$ cat src/rtl/lc3b_types.sv
// Shared LC-3b bus types and the L2 controller state encoding.
package lc3b_types;

    typedef logic [15:0]  lc3b_word;
    typedef logic [127:0] lc3b_burst;

    typedef enum logic [1:0] {
        IDLE,
        WRITEBACK,
        FILL
    } lc3b_l2_state;

endpackage

$ cat src/rtl/cache_l2_way.sv
// One way of the set-associative L2: line data, tags, and per-set valid/dirty bits.
module cache_l2_way
    import lc3b_types::*;
#(
    parameter int SETS  = 8,
    parameter int IDX_W = $clog2(SETS),
    parameter int TAG_W = 12 - IDX_W
) (
    input  logic             clk,
    input  logic             rst,
    input  logic [IDX_W-1:0] index,
    input  logic [TAG_W-1:0] tag,
    input  lc3b_burst        wdata,
    input  logic             load,
    input  logic             fill,
    output logic             hit,
    output lc3b_burst        data,
    output logic [TAG_W-1:0] line_tag,
    output logic             valid,
    output logic             dirty
);

    lc3b_burst        data_arr [SETS];
    logic [TAG_W-1:0] tag_arr  [SETS];
    logic [SETS-1:0]  valid_vec;
    logic [SETS-1:0]  dirty_vec;

    // Line storage carries no reset; validity alone decides whether it is meaningful.
    always_ff @(posedge clk) begin
        if (load || fill) begin
            data_arr[index] <= wdata;
        end
        if (fill) begin
            tag_arr[index] <= tag;
        end
    end

    always_ff @(posedge clk or posedge rst) begin
        if (rst) begin
            valid_vec <= '0;
            dirty_vec <= '0;
        end else if (fill) begin
            valid_vec[index] <= 1'b1;
            dirty_vec[index] <= 1'b0;
        end else if (load) begin
            dirty_vec[index] <= 1'b1;
        end
    end

    assign data     = data_arr[index];
    assign line_tag = tag_arr[index];
    assign valid    = valid_vec[index];
    assign dirty    = dirty_vec[index];
    assign hit      = valid_vec[index] && (tag_arr[index] == tag);

endmodule

$ cat src/rtl/cache_l2_assoc.sv
// Set-associative write-back, write-allocate L2 cache with invalid-first,
// round-robin replacement and saturating hit/miss counters.
module cache_l2_assoc
    import lc3b_types::*;
#(
    parameter int SETS      = 8,
    parameter int WAYS      = 2,
    parameter int CNT_WIDTH = 16
) (
    input  logic                 clk,
    input  logic                 rst,
    input  logic                 mem_read,
    input  logic                 mem_write,
    input  lc3b_word             mem_address,
    input  lc3b_burst            mem_wdata,
    output logic                 mem_resp,
    output lc3b_burst            mem_rdata,
    output logic                 pmem_read,
    output logic                 pmem_write,
    output lc3b_word             pmem_address,
    output lc3b_burst            pmem_wdata,
    input  logic                 pmem_resp,
    input  lc3b_burst            pmem_rdata,
    output logic [CNT_WIDTH-1:0] hit_count,
    output logic [CNT_WIDTH-1:0] miss_count
);

    localparam int IDX_W = $clog2(SETS);
    localparam int TAG_W = 12 - IDX_W;
    localparam int WAY_W = (WAYS > 1) ? $clog2(WAYS) : 1;

    lc3b_l2_state     state, state_next;
    logic [IDX_W-1:0] index;
    logic [TAG_W-1:0] tag;
    logic             req;

    logic [WAYS-1:0]  hit_v, valid_v, dirty_v, load_v, fill_v;
    lc3b_burst        way_data [WAYS];
    logic [TAG_W-1:0] way_tag  [WAYS];
    lc3b_burst        way_wdata;

    logic [WAY_W-1:0] ptr [SETS];
    logic [WAY_W-1:0] victim, pick, hit_way;
    logic             victim_from_ptr, inv_found, hit_any;
    logic             missed, miss_start;

    assign index     = mem_address[4+IDX_W-1:4];
    assign tag       = mem_address[15:4+IDX_W];
    assign req       = mem_read || mem_write;
    assign way_wdata = (state == FILL) ? pmem_rdata : mem_wdata;

    for (genvar w = 0; w < WAYS; w++) begin : g_way
        cache_l2_way #(
            .SETS  (SETS),
            .IDX_W (IDX_W),
            .TAG_W (TAG_W)
        ) u_way (
            .clk      (clk),
            .rst      (rst),
            .index    (index),
            .tag      (tag),
            .wdata    (way_wdata),
            .load     (load_v[w]),
            .fill     (fill_v[w]),
            .hit      (hit_v[w]),
            .data     (way_data[w]),
            .line_tag (way_tag[w]),
            .valid    (valid_v[w]),
            .dirty    (dirty_v[w])
        );
    end

    always_comb begin
        hit_any = 1'b0;
        hit_way = '0;
        for (int w = 0; w < WAYS; w++) begin
            if (hit_v[w]) begin
                hit_any = 1'b1;
                hit_way = WAY_W'(w);
            end
        end
    end

    // Lowest-numbered invalid way wins; only a full set falls back to the pointer.
    always_comb begin
        inv_found = 1'b0;
        pick      = ptr[index];
        for (int w = 0; w < WAYS; w++) begin
            if (!valid_v[w] && !inv_found) begin
                inv_found = 1'b1;
                pick      = WAY_W'(w);
            end
        end
    end

    always_comb begin
        state_next   = state;
        mem_resp     = 1'b0;
        mem_rdata    = '0;
        pmem_read    = 1'b0;
        pmem_write   = 1'b0;
        pmem_address = '0;
        pmem_wdata   = '0;
        load_v       = '0;
        fill_v       = '0;
        miss_start   = 1'b0;
        case (state)
            IDLE: begin
                if (req && hit_any) begin
                    mem_resp  = 1'b1;
                    mem_rdata = way_data[hit_way];
                    if (mem_write) begin
                        load_v[hit_way] = 1'b1;
                    end
                end else if (req) begin
                    miss_start = 1'b1;
                    state_next = (valid_v[pick] && dirty_v[pick]) ? WRITEBACK : FILL;
                end
            end
            WRITEBACK: begin
                pmem_write   = 1'b1;
                pmem_address = {way_tag[victim], index, 4'h0};
                pmem_wdata   = way_data[victim];
                if (pmem_resp) begin
                    state_next = FILL;
                end
            end
            FILL: begin
                pmem_read    = 1'b1;
                pmem_address = {tag, index, 4'h0};
                if (pmem_resp) begin
                    fill_v[victim] = 1'b1;
                    state_next     = IDLE;
                end
            end
            default: state_next = IDLE;
        endcase
    end

    always_ff @(posedge clk or posedge rst) begin
        if (rst) begin
            state           <= IDLE;
            victim          <= '0;
            victim_from_ptr <= 1'b0;
            missed          <= 1'b0;
            hit_count       <= '0;
            miss_count      <= '0;
            for (int s = 0; s < SETS; s++) begin
                ptr[s] <= '0;
            end
        end else begin
            state <= state_next;
            if (miss_start) begin
                victim          <= pick;
                victim_from_ptr <= !inv_found;
                missed          <= 1'b1;
                if (miss_count != '1) begin
                    miss_count <= miss_count + 1'b1;
                end
            end
            // A response that follows a fill is the tail of a miss, not a hit.
            if (mem_resp) begin
                missed <= 1'b0;
                if (!missed && hit_count != '1) begin
                    hit_count <= hit_count + 1'b1;
                end
            end
            if (state == FILL && pmem_resp && victim_from_ptr) begin
                ptr[index] <= (ptr[index] == WAY_W'(WAYS - 1)) ? '0 : ptr[index] + 1'b1;
            end
        end
    end

endmodule

$ cat config.mk
export PLATFORM = sky130hd
export DESIGN_NAME = cache_l2_assoc
export DESIGN_NICKNAME = d
export VERILOG_FILES = /design/src/rtl/lc3b_types.sv /design/src/rtl/cache_l2_way.sv /design/src/rtl/cache_l2_assoc.sv
export SDC_FILE = /design/constraint.sdc
export NUM_CORES = 2
export LEC_CHECK = 0
export ABC_AREA = 1
export BUFFER_PORTS_ARGS = -buffer_cell sky130_fd_sc_hd__clkbuf_2
export CAP_MARGIN = 5
export CORE_MARGIN = 2
export CORE_UTILIZATION = 57
export DETAILED_ROUTE_END_ITERATION = 16
export HOLD_SLACK_MARGIN = 0.05
export PLACE_DENSITY = 0.87
export REMOVE_ABC_BUFFERS = 1
export SETUP_SLACK_MARGIN = 0.15
export SLEW_MARGIN = 20
export SYNTH_ARGS = -nofsm -noshare
export SYNTH_HDL_FRONTEND = slang
export SYNTH_SLANG_ARGS = --single-unit
$ cat constraint.sdc
create_clock -name clk -period 5.02 [get_ports clk]
set_input_delay 1.004 -clock clk [delete_from_list [all_inputs] [get_ports clk]]
set_output_delay 1.004 -clock clk [all_outputs]
set_load 0.05 [all_outputs]
# After elaboration in Yosys (flattened, before gate mapping)
# Memories as Yosys holds them, arrays and structs flattened.
# Cells that the tools add are included.
dict set report word_totals {
  reg_bits 77
  ram_bits 2192
  inputBits 277
  output_inout_bits 307
  wordCells 159
  mem_count 4
}
# name depth width read_ports rd_ports_with_merged_regs write_ports line_no
set mem_list {}
lappend mem_list {{g_way[0].u_way.data_arr} 8 128 1 0 1 cache_l2_way.sv:23} ;# lc3b_burst data_arr [SETS];
lappend mem_list {{g_way[1].u_way.data_arr} 8 128 1 0 1 cache_l2_way.sv:23}
lappend mem_list {{g_way[0].u_way.tag_arr} 8 9 1 0 1 cache_l2_way.sv:24} ;# logic [TAG_W-1:0] tag_arr [SETS];
lappend mem_list {{g_way[1].u_way.tag_arr} 8 9 1 0 1 cache_l2_way.sv:24}
dict set report classes {
  addsub 3
  magnitude_cmp 11
  eq_ne 10
  muxes 78
  bitwise_logic 10
  n_reduce_logical 25
}
# cell count
set op_table {}
lappend op_table {{$mux W128} 10}
lappend op_table {{$mux W1} 39}
lappend op_table {{$add A16 B1 Y16 const B} 2}
lappend op_table {{$mux W8} 4}
lappend op_table {{$ne A16 B16 Y1 const B} 2}
lappend op_table {{$or A8 B8 Y8} 4}
lappend op_table {{$pmux W16 S2} 1}
lappend op_table {{$mux W9} 3}
lappend op_table {{$mux W2} 10}
lappend op_table {{$eq A9 B9 Y1} 2}
lappend op_table {{$and A8 B8 Y8} 2}
lappend op_table {{$bmux W1 S3} 5}
lappend op_table {{$logic_and A1 B1 Y1} 12}
lappend op_table {{$bwmux W8} 1}
lappend op_table {{$ne A2 B2 Y1 const B} 4}
lappend op_table {{$not A8 Y8} 1}
lappend op_table {{$demux W1 S3} 2}
lappend op_table {{$lt A1 B2 Y1 const B} 3}
lappend op_table {{$pmux W2 S3} 1}
lappend op_table {{$reduce_bool A2 Y1} 3}
lappend op_table {{$ge A2 B2 Y1 const B} 2}
lappend op_table {{$ge A4 B4 Y1 const B} 1}
lappend op_table {{$lt A3 B4 Y1 const B} 1}
lappend op_table {{$lt A4 B1 Y1 const B} 1}
lappend op_table {{other kinds (13)} 21}

# Depth between registers and ports, before layout
dict set report logic_depth {
  depth_word 14
  mapped_depth 22
}

# Modules after synthesis
# A second synthesis with hierarchy kept.
dict set report hier_totals {
  cells_unflattened 6613
  area_unflattened_um2 89723.6
}
# mod n_inst cells_each area_per_inst_um2 seq_area_each_um2
set modules_own_cells {}
lappend modules_own_cells {{cache_l2_way at g_way[1].u_way} 1 2641 40928.0 33311.9}
lappend modules_own_cells {{cache_l2_way at g_way[0].u_way} 1 2590 40888.0 33311.9}
lappend modules_own_cells {cache_l2_assoc 1 1382 7907.6 1126.1}

# Worst setup path after synthesis
# OpenSTA, ideal clock, no wires.
dict set report synth_path {
  path_kind {in2reg}
  from {input port mem_address[4]}
  to {memory g_way[0].u_way.data_arr[0][0] in the netlist's numbering, enable pin}
  arrival_time_ps 5041
  required_ps 4539
  slack_ps -502
  cell_stages 16
  cell_sequence {buf_4 -> buf_6 -> buf_2 -> o21ai_1 -> nand2_1 -> nand2_1 -> nand2_1 -> nand2_1 -> nand2_1 -> nor2_1 -> nand2_1 -> nor2_1 -> nand2_1 -> o21ai_2 -> nand2_1 -> inv_1}
}
dict set report synth_via {
  elab_chain_cells 14
  elab_cells_between_ends 25
  classes_between {order compare (2); eq/ne (2); mux (14); reduce/logical (5); memory (2)}
}
# element line_no
set synth_rtl {}
lappend synth_rtl {{start: declaration} cache_l2_assoc.sv:14} ;# input lc3b_word mem_address,
lappend synth_rtl {{$mem_v2 Z8 W9 or $bmux W1 S3 (tied branches)} -}
lappend synth_rtl {{$eq A9 B9 Y1 or $mux W1 (tied branches)} cache_l2_way.sv:54} ;# assign hit = valid_vec[index] && (tag_arr[index] == tag);
lappend synth_rtl {{$logic_and A1 B1 Y1} cache_l2_way.sv:54}
lappend synth_rtl {{$mux W1} cache_l2_assoc.sv:77} ;# if (hit_v[w]) begin
lappend synth_rtl {{$lt A1 B2 Y1 (implied by the code) or $ge A1 B1 Y1 (tied branches)} cache_l2_assoc.sv:113} ;# load_v[hit_way] = 1'b1;
lappend synth_rtl {{$logic_and A1 B1 Y1 (implied by the code)} cache_l2_assoc.sv:113}
lappend synth_rtl {{$mux W1 (implied by the code)} cache_l2_assoc.sv:113}
lappend synth_rtl {{$demux W1 S1} cache_l2_assoc.sv:113}
lappend synth_rtl {{$mux W2} cache_l2_assoc.sv:112} ;# if (mem_write) begin
lappend synth_rtl {{$mux W2} cache_l2_assoc.sv:109} ;# if (req && hit_any) begin
lappend synth_rtl {{$mux W2} cache_l2_assoc.sv:107} ;# case (state)
lappend synth_rtl {{$logic_or A1 B1 Y1} cache_l2_way.sv:30} ;# if (load || fill) begin
lappend synth_rtl {{$mux W1} cache_l2_way.sv:30}
lappend synth_rtl {{$mux W1 (implied by the code)} cache_l2_way.sv:31} ;# data_arr[index] <= wdata;
lappend synth_rtl {{end: declaration} cache_l2_way.sv:23}
# Parallel ways exist; a longest one is shown, timed or not. The select of a mux whose other input is x is not followed.

# Worst setup path after layout
dict set report layout_path {
  from {input port mem_address[4]}
  to {output port mem_rdata[1]}
}
dict set report layout_via {
  elab_chain_cells 10
  elab_cells_between_ends 22
  classes_between {eq/ne (2); mux (12); bitwise (1); reduce/logical (3); memory (4)}
}
# element line_no
set layout_rtl {}
lappend layout_rtl {{$mem_v2 Z8 W9 or $bmux W1 S3 (tied branches)} -}
lappend layout_rtl {{$eq A9 B9 Y1 or $mux W1 (tied branches)} cache_l2_way.sv:54}
lappend layout_rtl {{$logic_and A1 B1 Y1} cache_l2_way.sv:54}
lappend layout_rtl {{$mux W1} cache_l2_assoc.sv:77}
lappend layout_rtl {{$not A1 Y2 (implied by the code)} cache_l2_assoc.sv:111} ;# mem_rdata = way_data[hit_way];
lappend layout_rtl {{$mux W128 (implied by the code) (3 in series)} cache_l2_assoc.sv:111}
lappend layout_rtl {{$mux W128 *} cache_l2_assoc.sv:109}
lappend layout_rtl {{$mux W128 *} cache_l2_assoc.sv:107}
lappend layout_rtl {{end: declaration} cache_l2_assoc.sv:17} ;# output lc3b_burst mem_rdata,
# Mark *: on every way between the ends. The rest lies on a longest branch, timed or not. The select of a mux whose other input is x is not followed.

==> impl_metrics.csv <==
group,metric,value,unit
outcome,status,"finished, final reports clean",
yosys,ys_seq_area_share,76.0,%
grt,antenna_found_initial,1,
run,maxCapViolations,0,
detailed_routing,firstDrtPassIters,8,
detailed_routing,post_drt_wl_per_cell,28.9,microns
yosys,async_reset_ff_share,3.39,%
yosys,yosys-top-cells-area,"edfxtp_1 (74%), nand2_1 (5.2%), a221oi_1 (2.5%)",
setup_path,cp.buffers_inverters,6,
detailed_routing,vias_per_cell,6.73,
clock_network,numClockSinks,2269,
setup_path,cp_max_fo,59,
detailed_routing,drc,0,
die,row_count,145,
finish,final_area,107000,sq um
setup_path,required,4.02,ns
clock_network,cts_hold_buf,0,
finish,n_fill_cell,8802,
setup_path,crit_path_frequent_cell,"nand2_1",
detailed_routing,ant_nets,0,
detailed_routing,drt_iter0_markers,9728,
finish,post-route-util,69.0,%
die,die_w,399,microns
pwr,seq_power_share,49.9,%
die,initial_core_util,57.2,%
setup_path,crit_chain,"clkbuf_2 -> buf_12 -> buf_6 -> nand2_1 -> nand3_1 -> nand2_1 -> inv_2 -> nand2_1 -> nand2_1 -> nand2_1 -> nor2_1 -> nand2_1 -> nor2_1 -> nand2_1 -> nand2_4 -> nand2_8 -> buf_12 -> a21oi_1 -> buf_12",
finish,insertedDiodeCount,0,
placement,dp.cells,8699,
setup_path,cp_top_family,"simple AND/OR/NAND/NOR gates",
setup_path,end_kind,"output port",
placement,dpl_cell_area,100000,sq um
die,ios,584,
clock_network,cts_tree,"yes",
yosys,synth_cell_type_count,46,
die,die_h,399,microns
detailed_routing,via_count,61200,
clock_network,cts_buffers,207,
yosys,yosysMostFrequentCell,"edfxtp_1",
pwr,pwr-share-comb,15.6,%
sta,slew_viol_final,0,
sta,fmax,206,MHz
sta,min_period_over_period,96.7,%
pwr,leakagePower,37.1,nW
yosys,ys_seq_elements,2269,
placement,place_congestion,0.905,
placement,dp_hpwl,149000,microns
setup_path,startpoint_type,"primary input",
sta,hold_viol_final,0,
placement,io_buffer_count,575,
clock_network,clk_pin_slew_worst_paths,0.07,ns
die,die_area,160000,sq um
yosys,avgSynthCellArea,14.5,sq um
yosys,yosysTopAreaCell,"edfxtp_1",
yosys,synth_top_area_share,73.8,%
yosys,synth_top_flop_cell,"edfxtp_1",
finish,syn_to_final_growth,20.6,%
pwr,swShare,27.7,%
finish,nets,7137,
die,core-area,156000,sq um
pwr,ir_drop,0.416,mV
finish,drive_gt1_share,21.1,%
yosys,yosys-top-cells-count,"edfxtp_1 (2192), nand2_1 (1245), nor2_1 (269)",
sta,rsz0062_at_grt,"false",
setup_path,path_class,"primary input to output port",
hold_path,hp-class,"primary input to asynchronous set/reset pin",
yosys,netlist_area,89100,sq um
yosys,synth_edf_count,2192,
pwr,p_switching,12.9,mW
clock_network,clk_latency,0.91,ns
sta,clock_skew,0.0951,ns
pwr,finalPower,46.7,mW
yosys,yosysWarningCount,0,
sta,finalSetupTns,0,ns
sta,worst_pin_slew,1.25,ns
pwr,p_int,33.8,mW
grt,grt_max_degree,136,
grt,grt_pass1_vias,61500,
grt,grt_usage,32.3,%
pwr,p_per_area,434,nW/um^2
detailed_routing,wl,263000,microns
setup_path,arrival,3.85,ns
clock_network,htreeDepth,4,
setup_path,cp_slowest_cell,"a21oi_1",
sta,finalSetupViolCount,0,
setup_path,cpPeakStageDelay,0.41,ns
clock_network,clock-root-buffer,"clkbuf_16",
finish,final_cells,9095,
grt,grt_pass1_wl,382000,microns
sta,min_period,4.86,ns
grt,overflow,0,
setup_path,r2r_setup_slack,1.03,ns
sta,slew_headroom,16.6,%
clock_network,clock_path_buffers,3,
yosys,syn_inst,6149,
pwr,clockPowerShare,34.6,%
[timing repair]
action / in CTS / in global routing
gates resized for setup: 0 / 15
setup buffers: 0 / 4
setup endpoints to repair: 0 / 127
[layout by cell type, fill, tap and decap left out, types with 12 or more instances in the layout]
master      synthesis  routed
inv_6               0      22
a22oi_1           249     249
nor3_1             14      14
clkinvlp_4          0      13
clkinv_16           0      12
inv_1             239     221
a21oi_2           109     107
clkinv_2            0      45
a22o_1            248     248
dfrtp_1            77      76
xor2_1             16      16
a31oi_1            49      48
clkbuf_16           0     208
nand3_1            83      83
nand4_1           222     222
a221oi_1          258     258
bufinv_16           0      22
o21ai_0           178     178
buf_12              0     361
o21ai_1            28      23
nor2_1            269     258
a21oi_1            98      97
nand2_1          1245    1245
clkbuf_2            0     323
edfxtp_1         2192    2192
buf_4              19     171
clkinv_1            0      47
clkbuf_1          196      33
mux2_2            128     128
[layer usage]
metal / share of wire (%) / vias to the layer above / track usage (%) / wire length [microns]
met2: 48 / 5873 / 52.6 / 126000
met3: 13 / 1129 / 7.17 / 35300
li1: - / 24700 / - / -
met5: 0.0050 / - / 0 / 13
met1: 33 / 29500 / 40.7 / 86200
met4: 5.6 / 2 / 17.1 / 14600
[cell families after synthesis]
kind of cell | share of synthesized area (%)
xor+xnor | 0.246
other cells | 0.00421
mux | 1.62
simple gates | 8.74
compound gates | 10.4
buf+inv | 2.95
fa+ha+maj | 0.0702
flops | 76.0
[sequential cells by signal (all words and copies together), names as in the netlist, named ones only]
name                   flops
g_way.u_way.data_arr    2048
miss_count                16
g_way.u_way.tag_arr      144
missed                     1
g_way.u_way.valid_vec     16
victim                     1
victim_from_ptr            1
hit_count                 16
state                      2
ptr                        8
[path summary, 6_finish.rpt]
kind                       depth (start not counted)                        endpoint                         from
max                                               19                    mem_rdata[1]               mem_address[4]
min                                                2                    hit_count[8]                          rst
max reg2reg                                        6  g_way[0].u_way.data_arr[4][58]                       victim
min reg2reg                                        2     g_way[0].u_way.valid_vec[2]  g_way[0].u_way.valid_vec[2]
max in group asynchronous                          3                          victim                          rst
min in group clk                                   2     g_way[0].u_way.valid_vec[2]  g_way[0].u_way.valid_vec[2]
[per-stage QoR]
stage	setup WS [ns]	hold slack [ns]
2_1_floorplan	-8.14	0.424
3_3_place_gp	0.282	0.435
3_5_place_dp	0.171	0.447
4_1_cts	0.160	0.211
5_1_grt	0.115	0.264
6_report	0.164	0.245
[power by group through the flow]
stage	Clock (mW)	Sequential, mW	Combinational (mW)
after floorplan	0	23.7	3.92
after global placement	0	23.6	6.62
after detailed placement	0	23.6	6.94
after CTS	16.2	23.3	7.06
after global routing	16.8	23.3	7.60
final	16.2	23.3	7.26
[worst register-to-register path: stages (launching register included)]
cell and delay, ns:
dfrtp_4 0.68, inv_6 0.74, nand3_1 0.75, o21ai_2 0.39, nand2_1 0.21, inv_6 0.58, buf_12 0.31
[cell type report]
cell class | instances | area [sq um] | area share (%)
clock inverters | 151 | 1650 | 1.54
repair buffers | 860 | 10200 | 9.50
inverters | 252 | 1050 | 0.981
multi-input cells | 3265 | 18900 | 17.6
well taps | 2058 | 2570 | 2.40
clock buffers | 240 | 5300 | 4.93
flip-flops and latches | 2269 | 67800 | 63.0
Note: power is estimated with default switching activity, not from simulation.
